`src/rtl/pc_flow_ctrl_pkg.sv`:
```
// Shared types and constants for the program-flow controller.
package pc_flow_ctrl_pkg;

    localparam int ADDR_W      = 12;
    localparam int PAGE_W      = 8;
    localparam int STACK_DEPTH = 3;

    // Instruction sub-cycles, one clk each.
    typedef enum logic [2:0] {
        CYC_A1 = 3'd0,
        CYC_A2 = 3'd1,
        CYC_A3 = 3'd2,
        CYC_M1 = 3'd3,
        CYC_M2 = 3'd4,
        CYC_X1 = 3'd5,
        CYC_X2 = 3'd6,
        CYC_X3 = 3'd7
    } cyc_e;

    localparam logic [2:0] COMMIT_CYCLE     = CYC_X3;
    localparam logic [2:0] PRE_COMMIT_CYCLE = COMMIT_CYCLE - 3'd1;

    // One bit per request source, listed in priority order (ret highest).
    typedef struct packed {
        logic ret;
        logic call;
        logic jun;
        logic jcn;
        logic jin;
    } req_t;

    typedef enum logic [1:0] {
        ST_IDLE   = 2'd0,
        ST_ARMED  = 2'd1,
        ST_COMMIT = 2'd2
    } fsm_state_e;

    // True when more than one request bit is set.
    function automatic logic req_multi(input req_t r);
        logic [4:0] v;
        v = r;
        return (v & (v - 5'd1)) != 5'd0;
    endfunction

endpackage

```
`src/rtl/pc_flow_ctrl_if.sv`:
```
// Decoder/PC side bundle of the program-flow controller.
interface pc_flow_ctrl_if;
    import pc_flow_ctrl_pkg::*;

    logic [2:0]        cycle;
    logic [ADDR_W-1:0] pcAddr;
    logic              jumpReq;
    logic              condJmpReq;
    logic              jinReq;
    logic              callReq;
    logic              retReq;
    logic [ADDR_W-1:0] jumpAddr;
    logic [PAGE_W-1:0] pageAddr;
    logic              clrFlags;
    logic              pcLoad;
    logic [ADDR_W-1:0] pcNew;
    logic [1:0]        stackDepth;
    logic              stackOvf;
    logic              stackUnf;
    logic              reqConflict;

    modport master (
        output cycle, pcAddr, jumpReq, condJmpReq, jinReq, callReq, retReq,
               jumpAddr, pageAddr, clrFlags,
        input  pcLoad, pcNew, stackDepth, stackOvf, stackUnf, reqConflict
    );

    modport slave (
        input  cycle, pcAddr, jumpReq, condJmpReq, jinReq, callReq, retReq,
               jumpAddr, pageAddr, clrFlags,
        output pcLoad, pcNew, stackDepth, stackOvf, stackUnf, reqConflict
    );

endinterface

```
`src/rtl/pc_ret_stack.sv`:
```
// Circular return-address stack. A push at full depth overwrites the oldest
// entry; a pop at zero depth still returns the stale entry below sp.
module pc_ret_stack
    import pc_flow_ctrl_pkg::*;
(
    input  logic              clk,
    input  logic              rstN,
    input  logic              push,
    input  logic              pop,
    input  logic [ADDR_W-1:0] pushAddr,
    output logic [ADDR_W-1:0] topAddr,
    output logic [1:0]        depth,
    output logic              ovfPulse,
    output logic              unfPulse
);

    logic [ADDR_W-1:0] mem [STACK_DEPTH];
    logic [1:0]        sp;
    logic [1:0]        spInc;
    logic [1:0]        spDec;

    // Modulo-3 neighbours of the stack pointer.
    always_comb begin
        spInc = (sp == 2'(STACK_DEPTH - 1)) ? 2'd0 : sp + 2'd1;
        spDec = (sp == 2'd0) ? 2'(STACK_DEPTH - 1) : sp - 2'd1;
    end

    assign topAddr  = mem[spDec];
    assign ovfPulse = push && (depth == 2'(STACK_DEPTH));
    assign unfPulse = pop && (depth == 2'd0);

    // Pointer, depth and storage update; push takes precedence over pop.
    always_ff @(posedge clk or negedge rstN) begin
        if (!rstN) begin
            for (int i = 0; i < STACK_DEPTH; i++) begin
                mem[i] <= '0;
            end
            sp    <= 2'd0;
            depth <= 2'd0;
        end else if (push) begin
            mem[sp] <= pushAddr;
            sp      <= spInc;
            if (depth != 2'(STACK_DEPTH)) begin
                depth <= depth + 2'd1;
            end
        end else if (pop) begin
            sp <= spDec;
            if (depth != 2'd0) begin
                depth <= depth - 2'd1;
            end
        end
    end

endmodule

```
`src/rtl/pc_flow_ctrl.sv`:
```
// Program-flow controller: gathers jump/call/return requests during an
// instruction and issues a single PC load on the X3 sub-cycle.
//
// state     | meaning
// ST_IDLE   | cycles 0..2, requests ignored; cycle 3 arms (and is sampled)
// ST_ARMED  | cycles 4..6, requests OR-ed into pending
// ST_COMMIT | cycle 7, pcLoad/pcNew driven, stack updated, pending cleared
//
// The state register is entered one clk ahead so that ST_COMMIT coincides
// with cycle 7 itself; the PC then captures pcNew on the X3 edge.
module pc_flow_ctrl
    import pc_flow_ctrl_pkg::*;
(
    input logic          clk,
    input logic          rstN,
    pc_flow_ctrl_if.slave bus
);

    fsm_state_e        state;
    fsm_state_e        stateNext;
    logic              armWin;
    logic              commitNow;

    req_t              curReq;
    req_t              pendReq;
    req_t              allReq;
    logic [ADDR_W-1:0] jumpLat;
    logic [PAGE_W-1:0] pageLat;
    logic [ADDR_W-1:0] effJump;
    logic [PAGE_W-1:0] effPage;

    logic              pcLoadC;
    logic [ADDR_W-1:0] pcNewC;
    logic              doPush;
    logic              doPop;
    logic [ADDR_W-1:0] topAddr;
    logic [1:0]        depth;
    logic              ovfPulse;
    logic              unfPulse;
    logic              ovfFlag;
    logic              unfFlag;
    logic              confFlag;

    assign curReq = {bus.retReq, bus.callReq, bus.jumpReq, bus.condJmpReq, bus.jinReq};
    assign allReq = pendReq | curReq;

    // Targets come from the first sighting; a request first seen at X3 uses live data.
    assign effJump = (pendReq != '0) ? jumpLat : bus.jumpAddr;
    assign effPage = (pendReq != '0) ? pageLat : bus.pageAddr;

    // State register.
    always_ff @(posedge clk or negedge rstN) begin
        if (!rstN) begin
            state <= ST_IDLE;
        end else begin
            state <= stateNext;
        end
    end

    // Next-state and window decode; any out-of-sequence cycle falls back to idle.
    always_comb begin
        stateNext = state;
        armWin    = 1'b0;
        commitNow = 1'b0;
        case (state)
            ST_IDLE: begin
                if (bus.cycle == CYC_M1) begin
                    armWin    = 1'b1;
                    stateNext = ST_ARMED;
                end
            end
            ST_ARMED: begin
                if (bus.cycle > CYC_M1 && bus.cycle < COMMIT_CYCLE) begin
                    armWin = 1'b1;
                    if (bus.cycle == PRE_COMMIT_CYCLE) begin
                        stateNext = ST_COMMIT;
                    end
                end else begin
                    stateNext = ST_IDLE;
                end
            end
            ST_COMMIT: begin
                commitNow = (bus.cycle == COMMIT_CYCLE);
                stateNext = ST_IDLE;
            end
            default: stateNext = ST_IDLE;
        endcase
    end

    // Pending requests accumulate inside the window and drop outside it.
    always_ff @(posedge clk or negedge rstN) begin
        if (!rstN) begin
            pendReq <= '0;
            jumpLat <= '0;
            pageLat <= '0;
        end else if (armWin) begin
            pendReq <= allReq;
            if (pendReq == '0 && curReq != '0) begin
                jumpLat <= bus.jumpAddr;
                pageLat <= bus.pageAddr;
            end
        end else begin
            pendReq <= '0;
        end
    end

    // Commit decision: highest-priority request wins.
    always_comb begin
        pcLoadC = 1'b0;
        pcNewC  = '0;
        doPush  = 1'b0;
        doPop   = 1'b0;
        if (commitNow) begin
            if (allReq.ret) begin
                pcLoadC = 1'b1;
                doPop   = 1'b1;
                pcNewC  = topAddr;
            end else if (allReq.call) begin
                pcLoadC = 1'b1;
                doPush  = 1'b1;
                pcNewC  = effJump;
            end else if (allReq.jun) begin
                pcLoadC = 1'b1;
                pcNewC  = effJump;
            end else if (allReq.jcn || allReq.jin) begin
                pcLoadC = 1'b1;
                pcNewC  = {bus.pcAddr[ADDR_W-1:PAGE_W], effPage};
            end
        end
    end

    pc_ret_stack u_stack (
        .clk      (clk),
        .rstN     (rstN),
        .push     (doPush),
        .pop      (doPop),
        .pushAddr (bus.pcAddr),
        .topAddr  (topAddr),
        .depth    (depth),
        .ovfPulse (ovfPulse),
        .unfPulse (unfPulse)
    );

    // Sticky flags; a set in the same clk as clrFlags wins.
    always_ff @(posedge clk or negedge rstN) begin
        if (!rstN) begin
            ovfFlag  <= 1'b0;
            unfFlag  <= 1'b0;
            confFlag <= 1'b0;
        end else begin
            ovfFlag  <= ovfPulse | (ovfFlag & ~bus.clrFlags);
            unfFlag  <= unfPulse | (unfFlag & ~bus.clrFlags);
            confFlag <= (commitNow && req_multi(allReq)) | (confFlag & ~bus.clrFlags);
        end
    end

    assign bus.pcLoad      = pcLoadC;
    assign bus.pcNew       = pcNewC;
    assign bus.stackDepth  = depth;
    assign bus.stackOvf    = ovfFlag;
    assign bus.stackUnf    = unfFlag;
    assign bus.reqConflict = confFlag;

endmodule

```
`src/flat_wrapper.sv`:
```
// flat-port wrapper written by rule: the top's interface ports become plain ports
module pc_flow_ctrl_flat import pc_flow_ctrl_pkg::*;
  (clk, rstN, bus_cycle, bus_pcAddr, bus_jumpReq, bus_condJmpReq, bus_jinReq, bus_callReq, bus_retReq, bus_jumpAddr, bus_pageAddr, bus_clrFlags, bus_pcLoad, bus_pcNew, bus_stackDepth, bus_stackOvf, bus_stackUnf, bus_reqConflict);
  pc_flow_ctrl_if bus_i ();
  input logic clk;
  input logic rstN;
  input wire logic [$bits(bus_i.cycle)-1:0] bus_cycle;
  input wire logic [$bits(bus_i.pcAddr)-1:0] bus_pcAddr;
  input wire logic [$bits(bus_i.jumpReq)-1:0] bus_jumpReq;
  input wire logic [$bits(bus_i.condJmpReq)-1:0] bus_condJmpReq;
  input wire logic [$bits(bus_i.jinReq)-1:0] bus_jinReq;
  input wire logic [$bits(bus_i.callReq)-1:0] bus_callReq;
  input wire logic [$bits(bus_i.retReq)-1:0] bus_retReq;
  input wire logic [$bits(bus_i.jumpAddr)-1:0] bus_jumpAddr;
  input wire logic [$bits(bus_i.pageAddr)-1:0] bus_pageAddr;
  input wire logic [$bits(bus_i.clrFlags)-1:0] bus_clrFlags;
  output wire logic [$bits(bus_i.pcLoad)-1:0] bus_pcLoad;
  output wire logic [$bits(bus_i.pcNew)-1:0] bus_pcNew;
  output wire logic [$bits(bus_i.stackDepth)-1:0] bus_stackDepth;
  output wire logic [$bits(bus_i.stackOvf)-1:0] bus_stackOvf;
  output wire logic [$bits(bus_i.stackUnf)-1:0] bus_stackUnf;
  output wire logic [$bits(bus_i.reqConflict)-1:0] bus_reqConflict;
  assign bus_i.cycle = bus_cycle;
  assign bus_i.pcAddr = bus_pcAddr;
  assign bus_i.jumpReq = bus_jumpReq;
  assign bus_i.condJmpReq = bus_condJmpReq;
  assign bus_i.jinReq = bus_jinReq;
  assign bus_i.callReq = bus_callReq;
  assign bus_i.retReq = bus_retReq;
  assign bus_i.jumpAddr = bus_jumpAddr;
  assign bus_i.pageAddr = bus_pageAddr;
  assign bus_i.clrFlags = bus_clrFlags;
  assign bus_pcLoad = bus_i.pcLoad;
  assign bus_pcNew = bus_i.pcNew;
  assign bus_stackDepth = bus_i.stackDepth;
  assign bus_stackOvf = bus_i.stackOvf;
  assign bus_stackUnf = bus_i.stackUnf;
  assign bus_reqConflict = bus_i.reqConflict;
  pc_flow_ctrl u_core (.clk(clk), .rstN(rstN), .bus(bus_i));
endmodule
```
`config.mk`:
```
export PLATFORM = sky130hd
export DESIGN_NAME = pc_flow_ctrl_flat
export DESIGN_NICKNAME = d
export VERILOG_FILES = /design/src/rtl/pc_flow_ctrl_pkg.sv /design/src/rtl/pc_flow_ctrl_if.sv /design/src/rtl/pc_ret_stack.sv /design/src/rtl/pc_flow_ctrl.sv /design/src/flat_wrapper.sv
export SDC_FILE = /design/constraint.sdc
export NUM_CORES = 1
export LEC_CHECK = 0
export ABC_AREA = 1
export CAP_MARGIN = 25
export CORE_MARGIN = 2
export CORE_UTILIZATION = 49
export DETAILED_ROUTE_END_ITERATION = 12
export GPL_ROUTABILITY_DRIVEN = 1
export PLACE_DENSITY = 0.76
export SLEW_MARGIN = 20
export SYNTH_ARGS = -nofsm -noshare
export SYNTH_HDL_FRONTEND = slang
export SYNTH_HIERARCHICAL = 1
export SYNTH_SLANG_ARGS = --single-unit
```
`constraint.sdc`:
```
create_clock -name clk -period 2 [get_ports clk]
set_input_delay 0.6 -clock clk [delete_from_list [all_inputs] [get_ports clk]]
set_output_delay 0.6 -clock clk [all_outputs]
set_load 0.02 [all_outputs]
```
# [Word-level counts from Yosys, hierarchy flattened]
# Cells that the tools add are included.
[totals] register_bits=70 elab_cells=108 input_bits=43
[classes] add_sub_neg=5 n_reduce_logical=20 bitwise_logic=11 muxes=40 eq_ne=11 n_lt_le_gt_ge=5
[ops] cell="2-to-1 mux 12 bit" count=9
[ops] cell="bitwise mux 36 bit" count=1
[ops] cell="binary-select mux 12 bit (select 2 bit)" count=1
[ops] cell="demux 12 bit (select 2 bit)" count=1
[ops] cell="2-to-1 mux 2 bit" count=11
[ops] cell="nonzero test 5 bit" count=3
[ops] cell="2-to-1 mux 1 bit" count=13
[ops] cell="2-to-1 mux 8 bit" count=1
[ops] cell="equality test 2 bit (second input constant)" count=3
[ops] cell="equality test 3 bit (second input constant)" count=2
[ops] cell=">= comparator 3 bit (second input constant)" count=2
[ops] cell="logical AND 1 bit" count=6
[ops] cell="zero test 2 bit" count=3
[ops] cell="NOT 2 -> 3 bit" count=2
[ops] cell="nonzero test 2 bit" count=3
[ops] cell="bitwise AND 5 bit" count=1
[ops] cell="zero test 5 bit" count=1
[ops] cell="2-to-1 mux 5 bit" count=1
[ops] cell="bitwise OR 5 bit" count=1
[ops] cell="subtractor 5 x 1 -> 5 bit (second input constant)" count=1
[ops] cell="adder 2 x 1 -> 2 bit (second input constant)" count=2
[ops] cell="inequality test 2 x 1 -> 1 bit (second input constant)" count=2
[ops] cell="case mux 2 bit (2 select lines)" count=1
[ops] cell="AND reduction 2 bit" count=2
[ops] cell="14 further kinds" count=19

# [Longest topological paths before layout]
# Gate-level depths: netlist (run 1).
[logic_depth] word_depth=8 mapped_depth=11

# [By module]
# The synthesis (run 1) kept the hierarchy.
[modules_own_cells] mod="pc_ret_stack" cells_each=258 seq_area_each_um2=1001.0 instances=1 area_per_inst_um2=2057.0
[modules_own_cells] mod="pc_flow_ctrl" cells_each=301 seq_area_each_um2=750.7 instances=1 area_per_inst_um2=2047.0

# [Least setup slack after synthesis (run 1)]
# OpenSTA, ideal clock, no wires.
[synth_path] path_type="register to output" start="register u_core.u_stack.sp[0]" end="output bus_pcNew[8]" path_slack_ps=-270 stages_incl_launch_ff=9 arrival_ps=1670 path_buffers=1 path_cell_list="dfrtp_1 -> inv_1 -> ha_1 -> nor2_1 -> buf_2 -> nand2_1 -> nand2_1 -> o21ai_0 -> a21oi_1"
[synth_via] elab_chain_cells=8 word_cells_on_any_way=9 cone_classes="add/sub (1); mux (6); bitwise (1); reduce/logical (1)"
[synth_rtl] item="start, declared" line="pc_ret_stack.sv:18" text="logic [1:0] sp;"
[synth_rtl] item="start signal, assigned" line="pc_ret_stack.sv:42" text="sp <= spInc;"
[synth_rtl] item="start signal, assigned" line="pc_ret_stack.sv:47" text="sp <= spDec;"
[synth_rtl] item="subtractor 2 x 1 -> 2 bit / zero test 2 bit (equally long branches)" line="pc_ret_stack.sv:25" text="spDec = (sp == 2'd0) ? 2'(STACK_DEPTH - 1) : sp - 2'd1;"
[synth_rtl] item="2-to-1 mux 2 bit (*)" line="pc_ret_stack.sv:25"
[synth_rtl] item="NOT 2 -> 3 bit (implied by the code) (*)" line="pc_ret_stack.sv:28" text="assign topAddr = mem[spDec];"
[synth_rtl] item="binary-select mux 12 bit (select 2 bit) (*)" line="pc_ret_stack.sv:28"
[synth_rtl] item="2-to-1 mux 12 bit (implied by the code) (*) (2 in series)" line="pc_ret_stack.sv:28"
[synth_rtl] item="named net u_core.topAddr[8]" line="pc_flow_ctrl.sv:36" text="logic [ADDR_W-1:0] topAddr;"
[synth_rtl] item="2-to-1 mux 12 bit (*)" line="pc_flow_ctrl.sv:114" text="if (allReq.ret) begin"
[synth_rtl] item="2-to-1 mux 12 bit (*)" line="pc_flow_ctrl.sv:113" text="if (commitNow) begin"
[synth_rtl] item="end, declared" line="flat_wrapper.sv:18" text="output wire logic [$bits(bus_i.pcNew)-1:0] bus_pcNew;"
# The timed path passes the listed nets; every way through them passes the cells marked *. The select of a mux whose other input is x is not followed.

# [Worst setup path in the final report (run 1)]
[layout_path] start="register u_core.u_stack.sp[1]" end="output bus_pcNew[3]"
# The elaborated chain is that of the path after synthesis.

==> impl_metrics.tcl, run 1 <==
set metrics [dict create \
    track_usage_pct 25.1 \
    yosys.area_share.simple_pct 29.5 \
    cap_viol_max_count 0 \
    clk_latency_ns 0.33 \
    portBuffers 60 \
    hold_class "primary input to async pin" \
    synth_top_family_by_area "simple AND/OR/NAND/NOR gates" \
    fmax_mhz 393 \
    cp-end-kind "output port" \
    peakVddDrop_mv 0.434 \
    wirelength_mm 11.2 \
    final_common_cell "nand2_1" \
    power_density_mw_per_mm2 667 \
    die-area_mm2 0.00912 \
    drtAntennaViolNets 0 \
    synth_fa_ha_area_share_pct 1.83 \
    io_pins 61 \
    synth-seq-cells 70 \
    yosysSeqAreaShare_pct 42.7 \
    final_nets 725 \
    cts_root_buffer "clkbuf_8" \
    drtIter0Drc 250 \
    grt_pass1_vias 3879 \
    dp_slack_ns -1.10 \
    place_area_mm2 0.00529 \
    die_h_um 95.5 \
    syn_nets 608 \
    fin_worst_skew_ns 0.0120 \
    place_hpwl_mm 7.37 \
    r2r_start "u_core/pendReq[4]" \
    rrSetupSlack_ns 0.30 \
    layout_common_cells "132 x nand2_1, 90 x inv_1, 69 x dfrtp_1" \
    syn_to_final_growth_pct 42.6 \
    viasPerCell 5.17 \
    cts_tree "built" \
    overflow 0 \
    p_leak_uw 0.00300 \
    drv_slew 0 \
    synth_cell_type_count 28 \
    path_max_fanout 6 \
    cts_buffer_depth 2 \
    grt_antenna_before_repair 0 \
    antenna_cells 0 \
    multi_input_comb_area_mm2 0.00210 \
    synthesis.area_mm2 0.00410 \
    post-route-cell-area_mm2 0.00585 \
    synthMuxAreaShare_pct 0 \
    avgSynthCellArea_um2 7.34 \
    reg2reg_depth 10 \
    synth_xor_area_share_pct 0 \
    clock-sinks 70 \
    avgRoutedWirePerCell_um 14.3 \
    yosys-top-cells-area "dfrtp_1 43%, nand2_1 15%, inv_1 9.4%" \
    critPathLaunchType "register" \
    seq_area_mm2 0.00175 \
    grt_max_degree 52 \
    crit_arrival_ns 1.94 \
    whs_ns 0.257 \
    fp.dieW_um 95.5 \
    finalCritPeriodShare_pct 127 \
    power.total_uw 3900 \
    cts_max_level 3 \
    first_pass_iters 5 \
    route.detailed.drc 0 \
    cts_made_buffers 9 \
    initial_utilization_pct 50.2 \
    yosys.area.top_type_share_pct 42.7 \
    yosysWarnings 6 \
    setup_viol 13 \
    synth_top_area_cell "dfrtp_1" \
    cts.clk_slew.worst_paths_ns 0.08 \
    worstMarginPinSlew_ns 0.285 \
    fin_crit_ns 2.54 \
    core_mm2 0.00818 \
    syn-instance-count 559 \
    outcome "complete, but fails checks" \
    hold_viol 0 \
    gp_congestion 0.820 \
    setup_ws_ns -0.542 \
    timing_worst_setup_path_type "register to output port" \
    synth_compound_area_share_pct 12.2 \
    worstReg2RegEnd "u_core/u_stack/mem[9]" \
    rsz0062_at_grt "true" \
    layout-drive-gt1-share_pct 32.6 \
    fillers 618 \
    max_slew_margin_pct 80.8 \
    grt_pass1_wl_mm 17.8 \
    vias 4064 \
    rows 33 \
    violations "setup timing" \
    required_ns 1.40 \
]
## what timing repair did
item | 4_1_cts | 5_1_grt
hold buffers | 0 | 0
pin swaps | 15 | 36
setup buffers | 3 | 1
cloned | 2 | 1
setup endpoints to repair | 54 | 14
resized for setup | 149 | 49
## final cells by class
type	instances	share of cell area, %
inverters	107	7.12
clock inverters	4	0.919
well taps	105	2.24
repair buffers	129	21.0
multi-input cells	359	36.0
clock buffers	12	2.82
flip-flops and latches	70	29.9
## sequential cells by signal, summed over array words and instances (netlist names)
register	count
u_core/bus.reqConflict	1
u_core/bus.stackOvf	1
u_core/bus.stackUnf	1
u_core/jumpLat	12
u_core/pageLat	8
u_core/pendReq	5
u_core/state	2
u_core/u_stack/depth	2
u_core/u_stack/mem	36
u_core/u_stack/sp	2
## synthesized netlist by cell type (all sizes together)
master / n
o41ai: 1
clkbuf: 5
o21ai: 63
nand4: 17
nand3: 49
clkinv: 1
nor2: 45
a21o: 2
inv: 106
or2: 1
nor3: 2
a31oi: 1
dfrtp: 70
a21oi: 7
buf: 18
nand2: 165
ha: 6
## routing by layer
metal | share of wire [%] | track usage (%)
met1 | 41 | 32.4
met2 | 52 | 42.6
met3 | 5.7 | 3.16
met4 | 1.7 | 10.4
met5 | 0 | 0
## worst max path at each step
stage	startpoint	endpoint	slack, ns	cells after the start
6_report	u_core/u_stack/sp[1]	bus_pcNew[3]	-0.54	11
5_1_grt	u_core/u_stack/sp[1]	bus_pcNew[5]	-0.63	11
4_1_cts	u_core/u_stack/sp[1]	bus_pcNew[2]	-0.51	10
3_5_place_dp	bus_cycle[1]	bus_pcNew[9]	-1.10	8
3_3_place_gp	bus_jumpReq	bus_pcNew[6]	-1.05	11
2_1_floorplan	bus_callReq	bus_pcNew[11]	0.004	7
## power breakdown
| group | switching [µW] | internal [µW] |
|---|---|---|
| logic | 561 | 464 |
| clock network | 558 | 681 |
| registers | 80.5 | 1560 |
## kinds of logic (layout without fill, tap and decap cells)
logic type	count (synthesis)	in the layout
simple gates	279	279
buf+inv	130	252
compound gates	74	74
flops	70	70
fa+ha+maj	6	6
## worst max-delay path: stages (launching register included)
cell and delay (ns):
dfrtp_2 0.44, inv_2 0.09, ha_4 0.22, nor2_4 0.17, buf_12 0.16, nand2_2 0.06, nand2_2 0.07, nor2_1 0.05
nor2_2 0.10, nand2_1 0.08, inv_2 0.05, buf_6 0.10
## metrics by stage
step,utilization [%],cells,setup TNS [ns]
after floorplan,-,559,0
after global placement,64.7,763,-27.98
after detailed placement,64.7,763,-31.58
after CTS,69.3,784,-5.54
after global routing,71.6,786,-7.20
final,71.6,786,-6.04
Note: power is estimated with default switching activity, not from simulation.
==> inputs of run 2 (changes only) <==
--- a/config.mk
+++ b/config.mk
@@ -7,7 +7,7 @@
 export LEC_CHECK = 0
 export ABC_AREA = 1
 export CAP_MARGIN = 25
-export CORE_MARGIN = 2
+export CORE_MARGIN = 8
 export CORE_UTILIZATION = 49
 export DETAILED_ROUTE_END_ITERATION = 12
 export GPL_ROUTABILITY_DRIVEN = 1
==> run 2 against run 1 <==
The run still ends with setup timing left. Clock skew is 0.00087 ns lower. Sequential share of layout area down 0.32 points. Cell count up 1.4%. Total power shrank 6.3%. Critical endpoint is now bus_pcNew[0]. Highest routed layer unchanged.
==> impl_metrics.tcl, run 2 (synthesized netlist as in run 1, its figures left out) <==
set metrics [dict create \
    grt_antenna_before_repair 0 \
    wl_met1_mm 4.56 \
    largest_reg_flops 36 \
    place_hpwl_mm 7.55 \
    die-area_mm2 0.0116 \
    final_common_cell "nand2_1" \
    peakVddDrop_mv 0.412 \
    setup_ws_ns -0.535 \
    required_ns 1.40 \
    avgRoutedWirePerCell_um 14.2 \
    core_mm2 0.00818 \
    fin_worst_skew_ns 0.0111 \
    cts_hold_buf 0 \
    max_slew_margin_pct 79.2 \
    post-route-cell-area_mm2 0.00591 \
    drv_slew 0 \
    drtAntennaViolNets 0 \
    wl_met2_mm 5.74 \
    fin_crit_ns 2.54 \
    antenna_cells 0 \
    max_stage_delay_ns 0.40 \
    wl_met3_um 766 \
    p_leak_uw 0.00303 \
    overflow 0 \
    cts_buffer_depth 2 \
    dr.max_layer_used "met4" \
    first_pass_iters 5 \
    portBuffers 60 \
    fin_util_pct 72.3 \
    power_density_mw_per_mm2 619 \
    critPathLaunchType "register" \
    fmax_mhz 394 \
    rows 33 \
    timing_worst_setup_path_type "register to output port" \
    worstMarginPinSlew_ns 0.308 \
    crit_chain "inv_2, buf_6, ha_4, inv_6, buf_12, nand2_2, nand3_2, nand2_2, nor2_2, nor2_2, nand2_1, inv_2, buf_6" \
    grt_pass1_vias 3953 \
    layout_common_cells "139 x nand2_1, 89 x inv_1, 70 x dfrtp_1" \
    cp-end-kind "output port" \
    track_usage_pct 20.4 \
    final_nets 736 \
    critPathTopFamily "buffers and inverters" \
    hold_viol 0 \
    cts_root_buffer "clkbuf_8" \
    wirelength_mm 11.3 \
    clk_latency_ns 0.35 \
    hold_class "primary input to async pin" \
    cts_max_level 3 \
    die_h_um 108 \
    layout-drive-gt1-share_pct 31.6 \
    path_max_fanout 8 \
    gp_congestion 0.857 \
    grt_pass1_wl_mm 19.0 \
    grt_max_degree 58 \
    cts_made_buffers 9 \
    cap_viol_max_count 0 \
    crit_buf_inv 6 \
    cpMaxStageDelayCell "dfrtp_1" \
    fillers 632 \
    cts_tree "built" \
    initial_utilization_pct 50.2 \
    clock-sinks 70 \
    viasPerCell 5.02 \
    tns_ns -5.81 \
    fp.dieW_um 108 \
    reg.largest.list "u_core/u_stack/mem x36, u_core/jumpLat x12, u_core/pageLat x8" \
    cts.clk_slew.worst_paths_ns 0.08 \
    drtIter0Drc 201 \
    violations "setup timing" \
    finalCritPeriodShare_pct 127 \
    route.detailed.drc 0 \
    syn_to_final_growth_pct 44.1 \
    place_area_mm2 0.00529 \
    outcome "complete, but fails checks" \
    crit_arrival_ns 1.94 \
    setup_viol 13 \
    vias 3998 \
    regMostFlops "u_core/u_stack/mem" \
    io_pins 61 \
    rsz0062_at_grt "true" \
]
run 2: changes by cell type in the layout (fill, tap and decap cells not counted), moves of 4 or more:
cell | before | now
o21ai_1 | 4 | 8
nand2_2 | 24 | 20
buf_4 | 53 | 61
buf_2 | 6 | 1
nand2_1 | 132 | 139
run 2: area by class of cell:
class                   count  area (µm²)  area share [%]
clock buffers              12         135            2.29
clock inverters             4        23.8           0.402
inverters                 107         417            7.05
multi-input cells         359        2060            34.8
flip-flops and latches     70        1750            29.6
well taps                 105         131            2.22
repair buffers            140        1400            23.6
run 2: worst paths after layout:
kind	startpoint	end	slack, ns	cells after the start
hold reg to reg	u_core/jumpLat[9]	u_core/jumpLat[9]	0.48	2
max in group asynchronous	rstN	u_core/u_stack/mem[17]	1.42	2
setup / recovery	u_core/u_stack/sp[0]	bus_pcNew[0]	-0.54	13
hold / removal	rstN	u_core/state[0]	0.05	1
setup reg to reg	u_core/pendReq[3]	u_core/u_stack/mem[23]	0.21	10
min in group clk	u_core/jumpLat[9]	u_core/jumpLat[9]	0.48	2
run 2: metal layers:
metal / up-vias / global-route usage (%)
li1: 1988 / -
met5: - / 0
met2: 131 / 33.8
met1: 1856 / 24.9
met3: 23 / 4.61
met4: 0 / 8.72
run 2: what timing repair did:
action / 4_1_cts / 5_1_grt
setup endpoints to repair: 55 / 13
pin swaps: 48 / 14
cloned: 3 / 0
buffers inserted: 11 / 8
resized for setup: 164 / 23
run 2: per-stage QoR:
stage | setup WS [ns] | hold WS (ns) | cells | power (µW)
after floorplan | 0.00398 | 0.304 | 559 | 2210
after global placement | -1.06 | 0.427 | 760 | 2540
after detailed placement | -1.08 | 0.423 | 760 | 2570
after CTS | -0.513 | 0.0430 | 790 | 3650
after global routing | -0.631 | 0.0450 | 797 | 3880
final | -0.535 | 0.0536 | 797 | 3660
run 2: power breakdown:
group          switching, µW  internal (µW)
sequential              81.8           1560
combinational            552            488
clock                    528            447
total                   1160           2500
==> inputs of run 3 (changes only) <==
--- a/config.mk
+++ b/config.mk
@@ -8,10 +8,10 @@
 export ABC_AREA = 1
 export CAP_MARGIN = 25
 export CORE_MARGIN = 8
-export CORE_UTILIZATION = 49
+export CORE_UTILIZATION = 45
 export DETAILED_ROUTE_END_ITERATION = 12
 export GPL_ROUTABILITY_DRIVEN = 1
-export PLACE_DENSITY = 0.76
+export PLACE_DENSITY = 0.71
 export SLEW_MARGIN = 20
 export SYNTH_ARGS = -nofsm -noshare
 export SYNTH_HDL_FRONTEND = slang
==> run 3 against run 2 <==
The run still ends with setup timing left. Via count down 0.88%. Core utilization down 7.4 points. Critical path depth down 1.
==> impl_metrics.tcl, run 3 (synthesized netlist as in run 1, its figures left out) <==
set metrics [dict create \
    outcome "complete, but fails checks" \
    violations "setup timing" \
    r2r_start "u_core/pendReq[4]" \
    fin_worst_skew_ns 0.00918 \
    setup_ws_ns -0.492 \
    clock-sinks 70 \
    gp_congestion 0.816 \
    route.detailed.drc 0 \
    max_slew_margin_pct 72.8 \
    cap_viol_max_count 0 \
    grt_pass1_vias 4207 \
    path_max_fanout 12 \
    hold_class "primary input to async pin" \
    fin_crit_ns 2.49 \
    final_nets 732 \
    drv_slew 0 \
    cts_made_buffers 9 \
    regMostFlops "u_core/u_stack/mem" \
    fp.dieW_um 111 \
    rows 35 \
    finalCritPeriodShare_pct 125 \
    grt_pass1_wl_mm 19.6 \
    clk_latency_ns 0.35 \
    grt_max_degree 71 \
    drtIter0Drc 201 \
    cts_root_buffer "clkbuf_8" \
    wirelength_mm 11.3 \
    die_h_um 111 \
    core_mm2 0.00902 \
    fmax_mhz 401 \
    track_usage_pct 18.6 \
    cts_max_level 3 \
    layout_common_cells "144 x nand2_1, 90 x inv_1, 69 x dfrtp_1" \
    setup_viol 13 \
    cts_buffer_depth 2 \
    timing_worst_setup_path_type "register to output port" \
    io_pins 61 \
    portBuffers 60 \
    reg.largest.list "u_core/u_stack/mem x36, u_core/jumpLat x12, u_core/pageLat x8" \
    layout-drive-gt1-share_pct 30.8 \
    endpoint "bus_pcNew[0]" \
    peakVddDrop_mv 0.372 \
    multi_input_comb_area_mm2 0.00203 \
    antenna_cells 0 \
    critPathLaunchType "register" \
    cpMaxStageDelayCell "dfrtp_1" \
    cts.clk_slew.worst_paths_ns 0.08 \
    fillers 762 \
    power_density_mw_per_mm2 655 \
    p_leak_uw 0.00299 \
    crit_chain "inv_2, buf_6, ha_4, inv_6, nand2_1, nand3_2, nand2_2, nor2_2, nor2_1, nand2_1, inv_2, buf_6" \
    overflow 0 \
    crit_arrival_ns 1.89 \
    worstReg2RegEnd "u_core/u_stack/mem[17]" \
    viasPerCell 4.96 \
    seq_area_mm2 0.00175 \
    largest_reg_flops 36 \
    rrSetupSlack_ns 0.11 \
    tns_ns -5.37 \
    die-area_mm2 0.0124 \
    drtAntennaViolNets 0 \
    place_hpwl_mm 7.78 \
    worstMarginPinSlew_ns 0.407 \
    initial_utilization_pct 45.5 \
    cts_tree "built" \
    cts_hold_buf 0 \
    hold_viol 0 \
    rsz0062_at_grt "true" \
    dp_slack_ns -1.07 \
    max_stage_delay_ns 0.39 \
    syn_to_final_growth_pct 42.8 \
    cp-startpoint "u_core/u_stack/sp[0]" \
    grt_antenna_before_repair 0 \
    avgRoutedWirePerCell_um 14.1 \
    first_pass_iters 5 \
    cp-end-kind "output port" \
    required_ns 1.40 \
    vias 3963 \
    final_common_cell "nand2_1" \
    reg2reg_depth 11 \
]
run 3: how the worst min path moves through the flow:
stage	endpoint	slack, ns	from
floorplan	u_core/bus.reqConflict	0.30	rstN
global placement	u_core/jumpLat[9]	0.46	u_core/jumpLat[9]
detailed placement	u_core/jumpLat[11]	0.46	u_core/jumpLat[11]
CTS	u_core/jumpLat[4]	0.28	rstN
global route	u_core/pageLat[4]	0.29	rstN
finish	u_core/pendReq[0]	0.24	rstN
run 3: critical path: cells and delay by family, from the launching register on:
family | cells | cell delay, ns
fa+ha+maj | 1 | 0.18
buf+inv | 5 | 0.46
flops | 1 | 0.39
simple gates | 6 | 0.51
run 3: cell type report:
class / count / area share, %
flip-flops and latches: 70 / 29.9
clock inverters: 7 / 1.37
multi-input cells: 359 / 34.7
clock buffers: 9 / 2.11
well taps: 111 / 2.37
inverters: 107 / 6.98
repair buffers: 136 / 22.6
run 3: timing repair:
item / 4_1_cts / 5_1_grt
gates cloned: 3 / 0
buffers inserted: 6 / 0
pin swaps: 19 / 18
hold endpoints to repair: 0 / 0
gates resized for setup: 146 / 27
setup endpoints to repair: 56 / 22
run 3: where the power goes:
group	switching [µW]	internal [µW]
Sequential	83.0	1560
Clock	596	588
Combinational	545	464
run 3: layer usage:
| layer | vias to the layer above | GRT usage [%] | wire (µm) |
|---|---|---|---|
| met5 | - | 0 | 0 |
| met4 | 0 | 6.04 | 177 |
| met3 | 16 | 3.44 | 555 |
| met2 | 112 | 31.7 | 5600 |
| met1 | 1853 | 23.1 | 4940 |
| li1 | 1982 | - | - |
run 3: stage by stage:
step | power, µW | cells | instance area [µm²] | util (%) | hold slack, ns
after detailed placement | 2600 | 774 | 5350 | 59.3 | 0.459
after global placement | 2560 | 774 | 5350 | 59.3 | 0.456
final | 3840 | 799 | 5860 | 65.0 | 0.245
after floorplan | 2210 | 559 | 4200 | - | 0.304
after global routing | 4050 | 799 | 5860 | 65.0 | 0.294
after CTS | 3850 | 799 | 5770 | 63.9 | 0.280
